`src/rtl/alu_bist_pipe.sv`:
```
// Registered WIDTH-bit ALU with carry/zero flags and a built-in self-test engine:
// a 32-bit Galois LFSR supplies operands/opcodes and a WIDTH-bit MISR compacts results.
module alu_bist_pipe #(
    parameter int          WIDTH      = 8,
    parameter int          PATTERNS   = 255,
    parameter logic [31:0] SEED       = 32'h0000_0001,
    parameter logic [31:0] GOLDEN_SIG = 32'h0000_0000
) (
    input  logic             CLK,
    input  logic             RST,
    input  logic [WIDTH-1:0] A,
    input  logic [WIDTH-1:0] B,
    input  logic [2:0]       CMD,
    input  logic             IN_VALID,
    output logic [WIDTH-1:0] S,
    output logic             COUT,
    output logic             ZERO,
    output logic             OUT_VALID,
    input  logic             BIST_START,
    output logic             BIST_BUSY,
    output logic             BIST_DONE,
    output logic             BIST_PASS,
    output logic [WIDTH-1:0] SIGNATURE
);

    localparam logic [31:0] SEED_EFF = (SEED == 32'h0) ? 32'h1 : SEED;
    localparam logic [31:0] LFSR_TAP = 32'h8020_0003;
    localparam logic [15:0] LAST_PAT = 16'(PATTERNS - 1);

    typedef enum logic [1:0] {IDLE, RUN, DONE} state_t;

    // Result layout: {carry/borrow/shift-out, WIDTH-bit result}
    function automatic logic [WIDTH:0] alu_f(input logic [WIDTH-1:0] a,
                                             input logic [WIDTH-1:0] b,
                                             input logic [2:0]       cmd);
        logic [WIDTH:0] r;
        case (cmd)
            3'b000:  r = {1'b0, a} + {1'b0, b};
            3'b001:  r = {1'b0, a} - {1'b0, b};
            3'b010:  r = {1'b0, a & b};
            3'b011:  r = {1'b0, a | b};
            3'b100:  r = {1'b0, a ^ b};
            3'b101:  r = {a[WIDTH-1], a[WIDTH-2:0], 1'b0};
            3'b110:  r = {a[0], 1'b0, a[WIDTH-1:1]};
            default: r = {1'b0, a};
        endcase
        return r;
    endfunction

    state_t           state_q;
    logic [31:0]      lfsr_q, lfsr_d;
    logic [WIDTH-1:0] misr_q, misr_d;
    logic [15:0]      cnt_q;
    logic [WIDTH-1:0] s_q;
    logic             cout_q, zero_q, out_vld_q;
    logic             busy_q, done_q, pass_q;
    logic [WIDTH:0]   func_r, bist_r;

    always_comb begin
        func_r = alu_f(A, B, CMD);
        bist_r = alu_f(lfsr_q[WIDTH-1:0], lfsr_q[2*WIDTH-1:WIDTH], lfsr_q[31:29]);
        misr_d = {misr_q[WIDTH-2:0], misr_q[WIDTH-1]} ^ bist_r[WIDTH-1:0];
        lfsr_d = lfsr_q[0] ? ((lfsr_q >> 1) ^ LFSR_TAP) : (lfsr_q >> 1);
    end

    // Register stage: functional result capture and BIST sequencing
    always_ff @(posedge CLK or posedge RST) begin
        if (RST) begin
            state_q   <= IDLE;
            lfsr_q    <= SEED_EFF;
            misr_q    <= '0;
            cnt_q     <= '0;
            s_q       <= '0;
            cout_q    <= 1'b0;
            zero_q    <= 1'b0;
            out_vld_q <= 1'b0;
            busy_q    <= 1'b0;
            done_q    <= 1'b0;
            pass_q    <= 1'b0;
        end else begin
            out_vld_q <= 1'b0;
            case (state_q)
                IDLE: begin
                    if (BIST_START) begin
                        state_q <= RUN;
                        lfsr_q  <= SEED_EFF;
                        misr_q  <= '0;
                        cnt_q   <= '0;
                        busy_q  <= 1'b1;
                        done_q  <= 1'b0;
                        pass_q  <= 1'b0;
                    end else if (IN_VALID) begin
                        s_q       <= func_r[WIDTH-1:0];
                        cout_q    <= func_r[WIDTH];
                        zero_q    <= (func_r[WIDTH-1:0] == '0);
                        out_vld_q <= 1'b1;
                    end
                end
                RUN: begin
                    misr_q <= misr_d;
                    lfsr_q <= lfsr_d;
                    cnt_q  <= cnt_q + 16'd1;
                    if (cnt_q == LAST_PAT) begin
                        state_q <= DONE;
                    end
                end
                DONE: begin
                    done_q  <= 1'b1;
                    pass_q  <= (misr_q == GOLDEN_SIG[WIDTH-1:0]);
                    busy_q  <= 1'b0;
                    state_q <= IDLE;
                end
                default: state_q <= IDLE;
            endcase
        end
    end

    assign S         = s_q;
    assign COUT      = cout_q;
    assign ZERO      = zero_q;
    assign OUT_VALID = out_vld_q;
    assign BIST_BUSY = busy_q;
    assign BIST_DONE = done_q;
    assign BIST_PASS = pass_q;
    assign SIGNATURE = misr_q;

endmodule

```
`config.mk`:
```
export PLATFORM = sky130hd
export DESIGN_NAME = alu_bist_pipe
export DESIGN_NICKNAME = d
export VERILOG_FILES = /design/src/rtl/alu_bist_pipe.sv
export SDC_FILE = /design/constraint.sdc
export NUM_CORES = 1
export LEC_CHECK = 0
export BUFFER_PORTS_ARGS = -buffer_cell sky130_fd_sc_hd__clkbuf_2
export CAP_MARGIN = 30
export CORE_MARGIN = 1
export CORE_UTILIZATION = 40
export CTS_CLUSTER_DIAMETER = 30
export DETAILED_ROUTE_END_ITERATION = 6
export GPL_TIMING_DRIVEN = 0
export PLACE_DENSITY_LB_ADDON = 0.08
export SYNTH_ARGS = -nofsm -noshare
export SYNTH_HDL_FRONTEND = slang
export SYNTH_SLANG_ARGS = --single-unit
```
`constraint.sdc`:
```
create_clock -name CLK -period 7.6 [get_ports CLK]
set_input_delay 0.38 -clock CLK [delete_from_list [all_inputs] [get_ports CLK]]
set_output_delay 0.38 -clock CLK [all_outputs]
set_load 0.03 [all_outputs]
```
======== Yosys cells after proc, flatten, opt, wreduce, memory -nomap -nowiden ========
Cells that the tools add are included.
operators by class
  reductions and logical operators ........ 11
  bitwise logic cells ..................... 9
  $add $sub $neg .......................... 5
  eq/ne operators ......................... 17
  mux-type cells .......................... 20
operator list
  cell                                                                     number
  32-bit two-way mux                                                       2
  32-bit case mux with 2 select lines                                      1
  9-bit case mux with 7 select lines                                       1
  8-bit case mux with 7 select lines                                       1
  16-bit case mux with 2 select lines                                      1
  8-bit XOR                                                                3
  3-bit equality test (second input constant)                              6
  16-bit by 1-bit adder with 16-bit output (second input constant)         1
  8-bit AND                                                                2
  16-bit by 8-bit equality test with 1-bit output (second input constant)  1
  8-bit zero test                                                          2
  16-bit two-way mux                                                       1
  8-bit bitwise OR                                                         2
  8-bit case mux with 2 select lines                                       1
  3-bit by 2-bit equality test with 1-bit output (second input constant)   4
  8-bit by 8-bit adder with 9-bit output                                   1
  8-bit by 8-bit subtractor with 9-bit output                              1
  8-bit adder                                                              1
  8-bit two-way mux                                                        1
  8-bit subtractor                                                         1
  3-bit by 1-bit equality test with 1-bit output (second input constant)   2
  3-bit zero test                                                          2
  1-bit case mux with 2 select lines                                       3
  2-bit AND reduction                                                      3
  11 further kinds                                                         18
word-level totals
  word-level logic and storage cells ...... 73
  input bits .............................. 23
  flip-flop bits (word level) ............. 72
  output and inout bits ................... 22

======== Longest topological paths before layout ========
  depth after elaboration ................. 4
  gate-level depth with buffers ........... 15
  depth with buffers taken out ............ 13

======== Least setup slack after synthesis ========
No wires, ideal clock.
  kind .................................... reg-to-reg
  start ................................... register lfsr_q[31]
  end ..................................... register misr_q[6] (netlist: SIGNATURE[6])
  period minus slack after synthesis ...... 2.968 ns
  arrival ................................. 2.844 ns
  setup slack ............................. 4.632 ns
  cell stages (with the launch flop) ...... 15
  library setup time ...................... 0.123 ns
  cell sequence ........................... dfrtp_1 buf_6 or2_1 buf_2 nor2_1 nor2_1 xnor2_1 ha_1 nor2b_4 o21a_1 o21a_1 or4_1 a31oi_1 xnor2_1 o21ai_1
on the way
  word-level cells in the longest chain between the ends .. 4
RTL lines
  element                                      line  RTL
  start, declared                              51    logic [31:0] lfsr_q, lfsr_d;
  start signal, assigned                       101   lfsr_q <= lfsr_d;
  3-bit equality test (tied with other cells)  37    case (cmd)
  8-bit case mux with 7 select lines (*)       37
  8-bit XOR (*)                                62    misr_d = {misr_q[WIDTH-2:0], misr_q[WIDTH-1]} ^ bist_r[WIDTH-1:0];
  8-bit case mux with 2 select lines (*)       82    case (state_q)
  end signal, assigned                         100   misr_q <= misr_d;
  end, declared                                52    logic [WIDTH-1:0] misr_q, misr_d;
Every way passes the cells marked *; elsewhere a longest branch is shown, timed or not.
A chain may end at the register's enable or synchronous reset.

======== Worst setup path after layout ========
  start ................................... register lfsr_q[31]
  end ..................................... register misr_q[7] (netlist: SIGNATURE[7])
The elaborated chain is that of the path after synthesis.

==> metrics.md <==
| Metric | Value |
|---|---|
| Initial antenna violation count | `0` |
| RSZ-0062 raised after global routing | `false` |
| Cell taking the most area after synthesis | `dfrtp_1` |
| Final Power | `around 2400 uW` |
| Synth top area share | `33.3%` |
| Area delta synth->final | `15.2%` |
| Setup Fix Bufs, Post-CTS | `0` |
| N_diodes | `0` |
| H-tree Lvls | `3` |
| CTS Sinks | `slightly above 70` |
| Fmax | `287 MHz` |
| Delay-heaviest family, CP | `compound AO/OA/AOI/OAI gates` |
| Gpl congestion | `approximately 0.85` |
| Compound-Gate Fraction of Synth Area | `19.5%` |
| Largest net degree at the start of global routing | `between 50 and 60` |
| Critical-path cell list | `buf_6 -> clkbuf_1 -> nor2_1 -> nand2_1 -> o21ai_0 -> inv_1 -> ha_1 -> nor2b_1 -> o31a_1 -> o21ai_1 -> a21oi_1 -> xnor2_1 -> mux2i_1 -> nand3_1` |
| Buf/Inv on CP | `3` |
| Total Wirelength | `14300 um` |
| Seq cells post-synth | `72` |
| Gr ovfl total | `0` |
| Distinct cells, synth | `64` |
| Outcome | `completed` |
| Worst slew pin tran | `711 ps` |
| LEAKAGE | `0.00278 uW` |
| 1st-iter DRT viols | `approximately 350` |
| HPWL Detailed | `11000 um` |
| Reg clk slew, reported paths | `60 ps` |
| Drt wl/cell | `16.3 um` |
| Synth Area in XOR/XNOR | `between 5 and 6%` |
| Setup Crit Path Kind | `flop to flop` |
| Pwr dens | `399 nW/um^2` |
| Clk_lat worst skew | `340 ps` |
| Clock root cell | `clkbuf_16` |
| Fillers | `1321` |
| Critical path endpoint category | `flop` |
| Synthesized area | `5340 um^2` |
| Final Setup Violations | `0` |
| Crit path time final | `3490 ps` |
| Simple-Gate Fraction of Synth Area | `18.2%` |
| Post-synthesis sequential area ratio | `33.8%` |
| Mux contribution to synthesized area | `3.94%` |
| Setup TNS | `0 ps` |
| Startpoint types | `flop` |
| Total track usage | `between 20% and 30%` |
| FFs w/ async S/R, synth | `100%` |
| Main synth FF type | `dfrtp_1` |
| EDFF count, synth | `0` |
| Vias in the first global route | `between 4000 and 5000` |
| Max-cap violations | `0` |
| CORE AREA | `around 13000 um^2` |
| Crit path DAT | `3710 ps` |
| Total CTS buffers | `9` |
| CP peak stage delay | `370 ps` |
| Layout cells sized above 1 | `11.5%` |
| Synth top cells by count | `74 x nand2_1, 71 x dfrtp_1, 51 x ha_1, 50 x o21ai_1, 49 x inv_1` |
| Final Net Count | `roughly 770` |
| Drt via density | `between 5 and 6` |
| Clock skew | `5.32 ps` |
| Adder-Cell Fraction of Synth Area | `about an eighth` |
| Max_slew headroom | `52.4%` |
| Pre-antenna DRT Iters | `4` |
| Port Buffers | `42` |
| Ys Warns | `0` |
| Max VDD drop | `0.180 mV` |
| CTS-repair resized insts | `0` |
| Max-slew violations | `0` |
| # rows | `41` |
| Req. time, crit path | `7820 ps` |
| Syn_area_per_cell | `8.30 um^2` |
| Remaining antenna violation count after routing | `0` |
| Longest Clk Path Bufs | `2` |
| Slowest cell on the critical path | `dfrtp_1` |
| Largest cells by area after synthesis | `dfrtp_1 33%, ha_1 12%, nand2_1 5.2%, o21ai_1 4.7%, xnor2_1 3.6%` |
| Tcrit/Tclk final | `45.9%` |
| Via count | `between 4000 and 5000` |
| Top-count cell post-synth | `nand2_1` |
| Top-level port count | `45` |
| DRC | `0` |
| CTS tree | `yes` |
| Max FO, Critical Path | `10` |
| Starting Density | `41.6%` |
| Die Ht | `118 um` |
| Hold Path Class | `primary input to flop` |
| Mapped Cells | `approximately 640` |
| First-pass GRT wire length | `24100 um` |
| Largest family of logic cells by synthesized area | `compound AO/OA/AOI/OAI gates` |
| Final Hold Fails | `0` |
| Post-Syn Nets | `719` |
| Die Wd | `118 um` |
| Full die area | `13800 um^2` |
[registers in the layout (all words and copies together) (netlist names)]
| register | cells |
|---|---|
| SIGNATURE | 8 |
| ZERO | 1 |
| BIST_DONE | 1 |
| S | 8 |
| state_q | 2 |
| OUT_VALID | 1 |
| BIST_PASS | 1 |
| lfsr_q | 32 |
| BIST_BUSY | 1 |
| COUT | 1 |
| cnt_q | 16 |
[cell families (layout without fill, tap and decap cells)]
group,count (synthesis),after routing
simple gates,207,207
flops,72,72
mux,18,18
fa+ha+maj,53,53
buf+inv,87,147
compound gates,174,174
xor+xnor,32,32
[repair_timing]
| action | CTS | global route |
|---|---|---|
| endpoints found under the hold margin | 15 | 0 |
| endpoints found under the setup margin | 0 | 0 |
| hold buffers | 1 | 0 |
[worst register-to-register path, delay by kind of cell, from the launching register on]
kind                       cells  cell delay, ps
AOI/OAI and AO/OA              4             980
xor gates and xnor gates       1             350
adders and majority gates      1             270
buffers and inverters          3             440
DFF                            1             370
muxes                          1             220
and+or+nand+nor                4             740
[stage by stage]
stage	std cells	setup slack, ps	hold slack (ps)	area, um^2	util, %
floorplan	643	4630	445	5340	-
global placement	857	4190	465	5760	44.9
detailed placement	858	4170	319	5790	45.2
CTS	875	4180	384	6150	47.9
global route	875	3910	419	6150	47.9
finish	875	4110	385	6150	47.9
[cell usage in the layout (no fill, tap or decap), drive strengths merged, types with 5 or more instances in the layout]
cell type,count
o21ai,80
clkbuf,76
nand2,74
dfrtp,71
inv,53
ha,51
nor2,39
nand3,38
a21oi,31
xnor2,22
a31oi,14
mux2i,12
buf,12
nor3,11
xor2,10
nand2b,9
nand4,7
nor2b,7
a221oi,5
a22o,5
o211ai,5
o21a,5
o31ai,5
or2,5
[metal layers]
metal	vias up	global-route usage, %	routed length (um)
li1	2364	-	-
met1	2289	29.9	6780
met2	89	34.4	6680
met3	17	3.97	589
met4	0	8.89	244
met5	-	0	0
[final cells by class]
type	instances	area, um^2	area share [%]
Inverter	52	198	3.22
Tap cell	172	215	3.50
Clock buffer	10	229	3.73
Sequential cell	72	1800	29.3
Multi-Input combinational cell	484	3180	51.7
Timing Repair Buffer	44	248	4.03
Clock inverter	6	115	1.87
Buffer	35	159	2.59
[path summary, 6_finish.rpt]
path	start	end	slack, ps	cells after the start
hold reg to reg	cnt_q[15]$_DFFE_PP0P_	cnt_q[15]$_DFFE_PP0P_	470	1
max in group asynchronous	RST	lfsr_q[0]$_DFFE_PP1P_	6490	4
hold / removal	BIST_START	BIST_BUSY$_DFFE_PP0P_	380	3
setup / recovery	lfsr_q[31]$_DFFE_PP0P_	SIGNATURE[7]$_DFFE_PP0P_	4110	14
setup reg to reg	lfsr_q[31]$_DFFE_PP0P_	SIGNATURE[7]$_DFFE_PP0P_	4110	14
min in group asynchronous	RST	cnt_q[9]$_DFFE_PP0P_	510	3
[where the power goes]
group	internal [uW]	leakage, uW	switching [uW]	total (uW)
logic	543	0.00177	712	1250
clock network	323	0.000164	168	491
registers	533	0.000848	171	704
total	1400	0.00278	1050	2450
Note: power is estimated with default switching activity, not from simulation.
